--- src/rtl/mul_mdc_package.sv ---
// Shared types and default widths for the mul_mdc tile sequencer and its address generator.
package mul_mdc_package;

   localparam int MUL_MDC_ADDR_W = 32;
   localparam int MUL_MDC_TILE_W = 16;
   localparam int MUL_MDC_N_SRC  = 2;

   typedef enum logic [2:0] {
      TS_IDLE,
      TS_ISSUE,
      TS_RUN,
      TS_NEXT,
      TS_DONE
   } tile_seq_state_t;

   typedef struct packed {
      logic                                    start;
      logic [MUL_MDC_TILE_W-1:0]               nb_tiles;
      logic [MUL_MDC_N_SRC*MUL_MDC_ADDR_W-1:0] base_src;
      logic [MUL_MDC_ADDR_W-1:0]               base_snk;
      logic [MUL_MDC_ADDR_W-1:0]               stride;
      logic [MUL_MDC_ADDR_W-1:0]               size;
   } ctrl_tile_seq_t;

   typedef struct packed {
      logic                      busy;
      logic                      done;
      logic [MUL_MDC_TILE_W-1:0] tile_idx;
   } flags_tile_seq_t;

endpackage

--- src/rtl/mul_mdc_tile_addr_gen.sv ---
// Per-stream tile address registers, tile counter and last-tile detection.
module mul_mdc_tile_addr_gen
   import mul_mdc_package::*;
#(
   parameter int ADDR_W = MUL_MDC_ADDR_W,
   parameter int TILE_W = MUL_MDC_TILE_W,
   parameter int N_SRC  = MUL_MDC_N_SRC
) (
   input  logic                    clk_i,
   input  logic                    rst_i,
   input  logic                    load_i,
   input  logic                    inc_i,
   input  logic [TILE_W-1:0]       nb_tiles_i,
   input  logic [N_SRC*ADDR_W-1:0] base_src_i,
   input  logic [ADDR_W-1:0]       base_snk_i,
   input  logic [ADDR_W-1:0]       stride_i,
   output logic [N_SRC*ADDR_W-1:0] src_addr_o,
   output logic [ADDR_W-1:0]       snk_addr_o,
   output logic [TILE_W-1:0]       tile_idx_o,
   output logic                    last_o
);

   logic [N_SRC*ADDR_W-1:0] src_addr_q, src_addr_d;
   logic [ADDR_W-1:0]       snk_addr_q, snk_addr_d;
   logic [ADDR_W-1:0]       stride_q, stride_d;
   logic [TILE_W-1:0]       nb_tiles_q, nb_tiles_d;
   logic [TILE_W-1:0]       tile_idx_q, tile_idx_d;

   always_comb begin
      src_addr_d = src_addr_q;
      snk_addr_d = snk_addr_q;
      stride_d   = stride_q;
      nb_tiles_d = nb_tiles_q;
      tile_idx_d = tile_idx_q;
      if (load_i) begin
         src_addr_d = base_src_i;
         snk_addr_d = base_snk_i;
         stride_d   = stride_i;
         nb_tiles_d = nb_tiles_i;
         tile_idx_d = '0;
      end else if (inc_i) begin
         // Address arithmetic wraps modulo 2^ADDR_W by construction.
         for (int i = 0; i < N_SRC; i++) begin
            src_addr_d[i*ADDR_W +: ADDR_W] = src_addr_q[i*ADDR_W +: ADDR_W] + stride_q;
         end
         snk_addr_d = snk_addr_q + stride_q;
         tile_idx_d = tile_idx_q + TILE_W'(1);
      end
   end

   always_ff @(posedge clk_i) begin
      if (rst_i) begin
         src_addr_q <= '0;
         snk_addr_q <= '0;
         stride_q   <= '0;
         nb_tiles_q <= '0;
         tile_idx_q <= '0;
      end else begin
         src_addr_q <= src_addr_d;
         snk_addr_q <= snk_addr_d;
         stride_q   <= stride_d;
         nb_tiles_q <= nb_tiles_d;
         tile_idx_q <= tile_idx_d;
      end
   end

   assign src_addr_o = src_addr_q;
   assign snk_addr_o = snk_addr_q;
   assign tile_idx_o = tile_idx_q;
   assign last_o     = (tile_idx_q + TILE_W'(1)) == nb_tiles_q;

endmodule

--- src/rtl/mul_mdc_tile_sequencer.sv ---
// Tile scheduler: issues streamer requests per tile, starts the engine and
// collects all completions before stepping addresses to the next tile.
module mul_mdc_tile_sequencer
   import mul_mdc_package::*;
#(
   parameter int ADDR_W = MUL_MDC_ADDR_W,
   parameter int TILE_W = MUL_MDC_TILE_W,
   parameter int N_SRC  = MUL_MDC_N_SRC
) (
   input  logic                    clk_i,
   input  logic                    rst_i,
   input  logic                    clear_i,
   input  logic                    start_i,
   input  logic [TILE_W-1:0]       nb_tiles_i,
   input  logic [N_SRC*ADDR_W-1:0] base_src_i,
   input  logic [ADDR_W-1:0]       base_snk_i,
   input  logic [ADDR_W-1:0]       tile_stride_i,
   input  logic [ADDR_W-1:0]       trans_size_i,
   output logic [N_SRC-1:0]        src_req_o,
   output logic [N_SRC*ADDR_W-1:0] src_addr_o,
   input  logic [N_SRC-1:0]        src_ack_i,
   input  logic [N_SRC-1:0]        src_done_i,
   output logic                    snk_req_o,
   output logic [ADDR_W-1:0]       snk_addr_o,
   input  logic                    snk_ack_i,
   input  logic                    snk_done_i,
   output logic [ADDR_W-1:0]       size_o,
   output logic                    eng_start_o,
   input  logic                    eng_done_i,
   output logic [TILE_W-1:0]       tile_idx_o,
   output logic                    busy_o,
   output logic                    done_o
);

   tile_seq_state_t   state_q, state_d;
   logic [N_SRC-1:0]  src_ack_q, src_ack_d, src_done_q, src_done_d;
   logic              snk_ack_q, snk_ack_d, snk_done_q, snk_done_d;
   logic              eng_done_q, eng_done_d;
   logic [ADDR_W-1:0] size_q, size_d;
   logic [N_SRC-1:0]  src_ack_now, src_done_now;
   logic              snk_ack_now, snk_done_now, eng_done_now;
   logic              acks_all, dones_all;
   logic              load, inc, last, rst_all;

   assign rst_all = rst_i | clear_i;

   mul_mdc_tile_addr_gen #(
      .ADDR_W(ADDR_W),
      .TILE_W(TILE_W),
      .N_SRC (N_SRC)
   ) u_addr_gen (
      .clk_i      (clk_i),
      .rst_i      (rst_all),
      .load_i     (load),
      .inc_i      (inc),
      .nb_tiles_i (nb_tiles_i),
      .base_src_i (base_src_i),
      .base_snk_i (base_snk_i),
      .stride_i   (tile_stride_i),
      .src_addr_o (src_addr_o),
      .snk_addr_o (snk_addr_o),
      .tile_idx_o (tile_idx_o),
      .last_o     (last)
   );

   // Sticky flags merged with this cycle's pulses so same-cycle events count.
   assign src_ack_now  = src_ack_q | src_ack_i;
   assign snk_ack_now  = snk_ack_q | snk_ack_i;
   assign src_done_now = src_done_q | src_done_i;
   assign snk_done_now = snk_done_q | snk_done_i;
   assign eng_done_now = eng_done_q | eng_done_i;
   assign acks_all     = (&src_ack_now) & snk_ack_now;
   assign dones_all    = (&src_done_now) & snk_done_now & eng_done_now;

   always_comb begin
      state_d     = state_q;
      src_ack_d   = src_ack_q;
      snk_ack_d   = snk_ack_q;
      src_done_d  = src_done_q;
      snk_done_d  = snk_done_q;
      eng_done_d  = eng_done_q;
      size_d      = size_q;
      load        = 1'b0;
      inc         = 1'b0;
      eng_start_o = 1'b0;
      unique case (state_q)
         TS_IDLE: begin
            if (start_i) begin
               load       = 1'b1;
               size_d     = trans_size_i;
               src_ack_d  = '0;
               snk_ack_d  = 1'b0;
               src_done_d = '0;
               snk_done_d = 1'b0;
               eng_done_d = 1'b0;
               state_d    = (nb_tiles_i == '0) ? TS_DONE : TS_ISSUE;
            end
         end
         TS_ISSUE: begin
            src_ack_d  = src_ack_now;
            snk_ack_d  = snk_ack_now;
            src_done_d = src_done_now;
            snk_done_d = snk_done_now;
            eng_done_d = eng_done_now;
            if (acks_all) begin
               eng_start_o = 1'b1;
               state_d     = TS_RUN;
            end
         end
         TS_RUN: begin
            src_done_d = src_done_now;
            snk_done_d = snk_done_now;
            eng_done_d = eng_done_now;
            if (dones_all) state_d = TS_NEXT;
         end
         TS_NEXT: begin
            src_ack_d  = '0;
            snk_ack_d  = 1'b0;
            src_done_d = '0;
            snk_done_d = 1'b0;
            eng_done_d = 1'b0;
            if (last) begin
               state_d = TS_DONE;
            end else begin
               inc     = 1'b1;
               state_d = TS_ISSUE;
            end
         end
         TS_DONE: state_d = TS_IDLE;
         default: state_d = TS_IDLE;
      endcase
   end

   always_ff @(posedge clk_i) begin
      if (rst_all) begin
         state_q    <= TS_IDLE;
         src_ack_q  <= '0;
         snk_ack_q  <= 1'b0;
         src_done_q <= '0;
         snk_done_q <= 1'b0;
         eng_done_q <= 1'b0;
         size_q     <= '0;
      end else begin
         state_q    <= state_d;
         src_ack_q  <= src_ack_d;
         snk_ack_q  <= snk_ack_d;
         src_done_q <= src_done_d;
         snk_done_q <= snk_done_d;
         eng_done_q <= eng_done_d;
         size_q     <= size_d;
      end
   end

   assign src_req_o = {N_SRC{state_q == TS_ISSUE}} & ~src_ack_q;
   assign snk_req_o = (state_q == TS_ISSUE) & ~snk_ack_q;
   assign size_o    = size_q;
   assign busy_o    = (state_q != TS_IDLE);
   assign done_o    = (state_q == TS_DONE);

endmodule

--- config.mk ---
export PLATFORM = sky130hd
export DESIGN_NAME = mul_mdc_tile_sequencer
export DESIGN_NICKNAME = d
export VERILOG_FILES = /design/src/rtl/mul_mdc_package.sv /design/src/rtl/mul_mdc_tile_addr_gen.sv /design/src/rtl/mul_mdc_tile_sequencer.sv
export SDC_FILE = /design/constraint.sdc
export NUM_CORES = 1
export LEC_CHECK = 0
export CORE_AREA = 5 5 161 163
export CTS_CLUSTER_DIAMETER = 30
export CTS_CLUSTER_SIZE = 40
export DETAILED_ROUTE_END_ITERATION = 10
export DIE_AREA = 0 0 166 168
export PLACE_DENSITY_LB_ADDON = 0.15
export SYNTH_ARGS = -nofsm -noshare
export SYNTH_HDL_FRONTEND = slang
export SYNTH_SLANG_ARGS = --single-unit
export TNS_END_PERCENT = 30
--- constraint.sdc ---
create_clock -name clk_i -period 5.2 [get_ports clk_i]
set_input_delay 0.52 -clock clk_i [delete_from_list [all_inputs] [get_ports clk_i]]
set_output_delay 0.52 -clock clk_i [all_outputs]
set_load 0.05 [all_outputs]
==> reports/metrics.cfg <==
[setup_path]
endpoint_kind_of_the_worst_setup_timing_path = flop
rr_worst_depth = 10
cp_data_arrival_time_ns = 4.01
worst_setup_path_start_kind = flop
critical_path_required_ns = 5.59
timing.setup.critical_path_class = flop to flop
critical_path.max_fanout = 66

[timing]
clock-skew-final_ns = 0.0253
fin_tns_setup_ns = 0
worst_tran_pin_value_ns = 0.994
finalSetupViolCount = 0
post-route-period-util = 0.697
hold_ws_ns = 0.453
layout_min_cycle_time_ns = 3.63
maxSlewViolCount = 0
hold_violations = 0
worst_slew_margin_rel = 0.338
rsz0062_at_grt = no
fmax_mhz = 276

[clock_tree]
cts_made_buffers = 51
clock_tree_from_tritoncts = done
clk_latency_ns = 0.55
max-clock-path-buffers = 3
clkSlewWorstSetupHoldPaths_ns = 0.05
cts_hold_repair.buffers = 0
cts-htree-levels = 2
cts.sink_count = 202
post_cts_resized = 0
clock_tree.root_cell = sky130_fd_sc_hd__clkbuf_16
post_cts_buffers = 0

[floorplanning]
floorplan.core_area_sq_um = 24200
die-width_um = 166
num_rows = 57
initial_standard_cell_utilization_of_the_core = 0.535
die_height_um = 168
design.die.area_sq_um = 27900
num_io_pins = 337

[global_route]
grt_antenna_before_repair = 5
globalRouteOverflowTotal = 0
first_global_vias = 13191
gr-usage-all-layers = 0.300
grt_first_pass_wirelength_mm = 69.8
grt_start_max_net_pins = 111

[detailed_routing]
detailroute.via_count = 13725
detail_route.vias_per_cell = 5.86
routedWlPerCell_um = 18.8
route.final.wire_length_mm = 44.0
remaining_antenna_violation_count_after_routing = 0
detail_route.first_pass.iterations = 6
first_iter_violations = 1009
detail_route.drc_violations = 0

[power_and_ir_drop]
power.density_nw_per_um2 = 316
vdd_ir_drop_max_uv = 277
leakage_uw = 0.00732

[place]
detailedPlacementHpwl_mm = 30.8
port-buffer-count = 336
gp_congestion = 0.920
placed_cells_incl_taps = 2241

[synth]
syn-instance-count = 1669
netlist_area_before_placement_sq_um = 12900
synth_ff_type = sky130_fd_sc_hd__dfxtp_1
synth_cell_type_count = 79
synth-seq-cells = 202
seq_area_frac_synth = 0.313
synthesis.nets = 1953
synth.yosys.warnings = 0
synth-async-reset-ratio = 0
count_of_flip_flops_with_a_built_in_enable_after_synthesis = 0
post_synth.cell_area_avg_sq_um = 7.75

[finish]
stdcell_count = 2341
flow.area_growth_from_synthesis_pct = 40.6
layout-drive-gt1-share = 0.0651
nets = 2254

[min_path]
min_path_cells = 2
holdCritPathClass = flop to flop

[outcome]
outcome = finished clean

[flow_run]
max_cap_violations = 0

==> worst max-delay path, cell delays in order (launching register included) <==
cell,delay (ns)
sky130_fd_sc_hd__dfxtp_1,0.45
sky130_fd_sc_hd__ha_1,0.31
sky130_fd_sc_hd__and4_1,0.36
sky130_fd_sc_hd__nand3_1,0.19
sky130_fd_sc_hd__nor4b_1,0.37
sky130_fd_sc_hd__a2bb2oi_1,0.40
sky130_fd_sc_hd__a21o_2,0.26
sky130_fd_sc_hd__buf_4,0.60
sky130_fd_sc_hd__nor2_1,0.12
sky130_fd_sc_hd__a211oi_1,0.26
sky130_fd_sc_hd__nor3_1,0.08
==> cell families after synthesis <==
kind of cell             Yosys count  synth area share
AO/OA/AOI/OAI                    544             0.268
XOR/XNOR                         116            0.0786
adder cells (fa/ha/maj)           97            0.0956
buffers and inverters            120            0.0391
flip-flops                       202             0.313
multiplexers                      16            0.0125
AND/OR/NAND/NOR                  574             0.194
==> sequential cells by signal, summed over array words and instances (netlist names) <==
register	cells
u_addr_gen.tile_idx_o	16
size_o	32
u_addr_gen.stride_q	32
src_done_q	2
u_addr_gen.nb_tiles_q	16
state_q	3
eng_done_q	1
u_addr_gen.src_addr_o	64
snk_ack_q	1
u_addr_gen.snk_addr_o	32
snk_done_q	1
src_ack_q	2
==> synthesized netlist by cell type, types with 3 or more instances <==
cell type,n,share of area
sky130_fd_sc_hd__nand2_1,312,0.091
sky130_fd_sc_hd__a21oi_1,228,0.088
sky130_fd_sc_hd__dfxtp_1,202,0.31
sky130_fd_sc_hd__nor2_1,120,0.035
sky130_fd_sc_hd__ha_1,94,0.091
sky130_fd_sc_hd__o21ai_0,72,0.028
sky130_fd_sc_hd__xnor2_1,71,0.048
sky130_fd_sc_hd__clkbuf_1,70,0.020
sky130_fd_sc_hd__a21o_1,51,0.030
sky130_fd_sc_hd__xor2_1,45,0.030
sky130_fd_sc_hd__a311oi_1,28,0.019
sky130_fd_sc_hd__nand3_1,27,0.010
sky130_fd_sc_hd__a211oi_1,24,0.014
sky130_fd_sc_hd__inv_1,24,0.0070
sky130_fd_sc_hd__a31oi_1,23,0.011
sky130_fd_sc_hd__nand4_1,23,0.011
sky130_fd_sc_hd__o221ai_1,19,0.013
sky130_fd_sc_hd__buf_2,17,0.0066
sky130_fd_sc_hd__nor3_1,16,0.0062
sky130_fd_sc_hd__o211ai_1,16,0.0093
sky130_fd_sc_hd__mux2i_1,15,0.012
sky130_fd_sc_hd__o21a_1,14,0.0081
sky130_fd_sc_hd__nor2b_1,13,0.0063
sky130_fd_sc_hd__nand2b_1,10,0.0048
sky130_fd_sc_hd__o21bai_1,10,0.0058
sky130_fd_sc_hd__or3_1,8,0.0039
sky130_fd_sc_hd__and3_1,7,0.0034
sky130_fd_sc_hd__buf_4,7,0.0041
sky130_fd_sc_hd__nor4_1,7,0.0034
sky130_fd_sc_hd__and2_1,6,0.0029
sky130_fd_sc_hd__o21ai_1,6,0.0023
sky130_fd_sc_hd__o31ai_1,6,0.0035
sky130_fd_sc_hd__or2_2,6,0.0029
sky130_fd_sc_hd__o31a_1,5,0.0034
sky130_fd_sc_hd__nand3b_1,4,0.0023
sky130_fd_sc_hd__a2111oi_0,3,0.0020
sky130_fd_sc_hd__a211o_1,3,0.0020
sky130_fd_sc_hd__a31o_2,3,0.0020
sky130_fd_sc_hd__a41oi_1,3,0.0020
sky130_fd_sc_hd__and4_1,3,0.0020
sky130_fd_sc_hd__fa_1,3,0.0046
sky130_fd_sc_hd__o22ai_1,3,0.0015
==> cell type report <==
cell class / count / area (sq um)
Inverter: 24 / 90.1
Antenna cell: 5 / 12.5
Tap cell: 324 / 405
Clock buffer: 62 / 1410
Multi-Input combinational cell: 1347 / 8400
Clock inverter: 33 / 374
Timing Repair Buffer: 344 / 3450
Sequential cell: 202 / 4040
Fill cell: 1809 / 5990
==> per-stage QoR <==
step	setup WS (ns)	utilization	instance area, sq um	total power (uW)
after floorplan	1.97	-	12900	2180
after global placement	1.78	0.678	16400	2510
after detailed placement	1.71	0.678	16400	2520
after CTS	1.64	0.752	18200	5780
after global routing	1.37	0.752	18200	5960
final	1.57	0.752	18200	5750
==> layer usage <==
layer / share of wire / global-route usage / wire length (um) / up-vias
met5: 0 / 0 / 0 / -
met4: 0.036 / 0.117 / 1570 / 0
met3: 0.076 / 0.0692 / 3340 / 100
met2: 0.47 / 0.496 / 20500 / 597
met1: 0.42 / 0.382 / 18600 / 6388
li1: - / - / - / 6640
==> worst paths after layout <==
check | start | endpoint | slack, ns
worst max register to register | u_addr_gen.tile_idx_o[0]$_SDFFE_PP0P_ | u_addr_gen.snk_addr_o[18]$_SDFFE_PP0P_ | 1.57
worst min-delay path | size_o[18]$_SDFFE_PP0P_ | size_o[18]$_SDFFE_PP0P_ | 0.45
worst min register to register | size_o[18]$_SDFFE_PP0P_ | size_o[18]$_SDFFE_PP0P_ | 0.45
worst max-delay path | u_addr_gen.tile_idx_o[0]$_SDFFE_PP0P_ | u_addr_gen.snk_addr_o[18]$_SDFFE_PP0P_ | 1.57
==> cells in the final DEF, fill, tap and decap left out, types with 6 or more instances in the layout <==
cell type / n
sky130_fd_sc_hd__nand2_1: 311
sky130_fd_sc_hd__nor2_1: 119
sky130_fd_sc_hd__buf_4: 6
sky130_fd_sc_hd__xnor2_1: 71
sky130_fd_sc_hd__a211oi_1: 24
sky130_fd_sc_hd__bufinv_16: 6
sky130_fd_sc_hd__xor2_1: 45
sky130_fd_sc_hd__or3_1: 8
sky130_fd_sc_hd__clkinvlp_4: 6
sky130_fd_sc_hd__clkdlybuf4s50_1: 336
sky130_fd_sc_hd__mux2i_1: 15
sky130_fd_sc_hd__clkbuf_16: 51
sky130_fd_sc_hd__a21oi_1: 228
sky130_fd_sc_hd__nor4_1: 7
sky130_fd_sc_hd__o21ai_1: 6
sky130_fd_sc_hd__inv_6: 8
sky130_fd_sc_hd__a21o_1: 50
sky130_fd_sc_hd__and3_1: 7
sky130_fd_sc_hd__o21a_1: 14
sky130_fd_sc_hd__a311oi_1: 28
sky130_fd_sc_hd__o221ai_1: 19
sky130_fd_sc_hd__a31oi_1: 23
sky130_fd_sc_hd__nand4_1: 23
sky130_fd_sc_hd__nand2b_1: 10
sky130_fd_sc_hd__ha_1: 94
sky130_fd_sc_hd__nand3_1: 27
sky130_fd_sc_hd__o211ai_1: 16
sky130_fd_sc_hd__nor2b_1: 13
sky130_fd_sc_hd__inv_1: 24
sky130_fd_sc_hd__o21bai_1: 10
sky130_fd_sc_hd__dfxtp_1: 202
sky130_fd_sc_hd__o31ai_1: 6
sky130_fd_sc_hd__clkbuf_8: 9
sky130_fd_sc_hd__clkinv_2: 10
sky130_fd_sc_hd__nor3_1: 16
sky130_fd_sc_hd__o21ai_0: 72
==> report_power, final <==
part,internal (uW),switching (uW)
sequential,1610,60.0
clock,2220,1030
combinational,346,487
total,4180,1570
(Power assumes the default switching activity.)
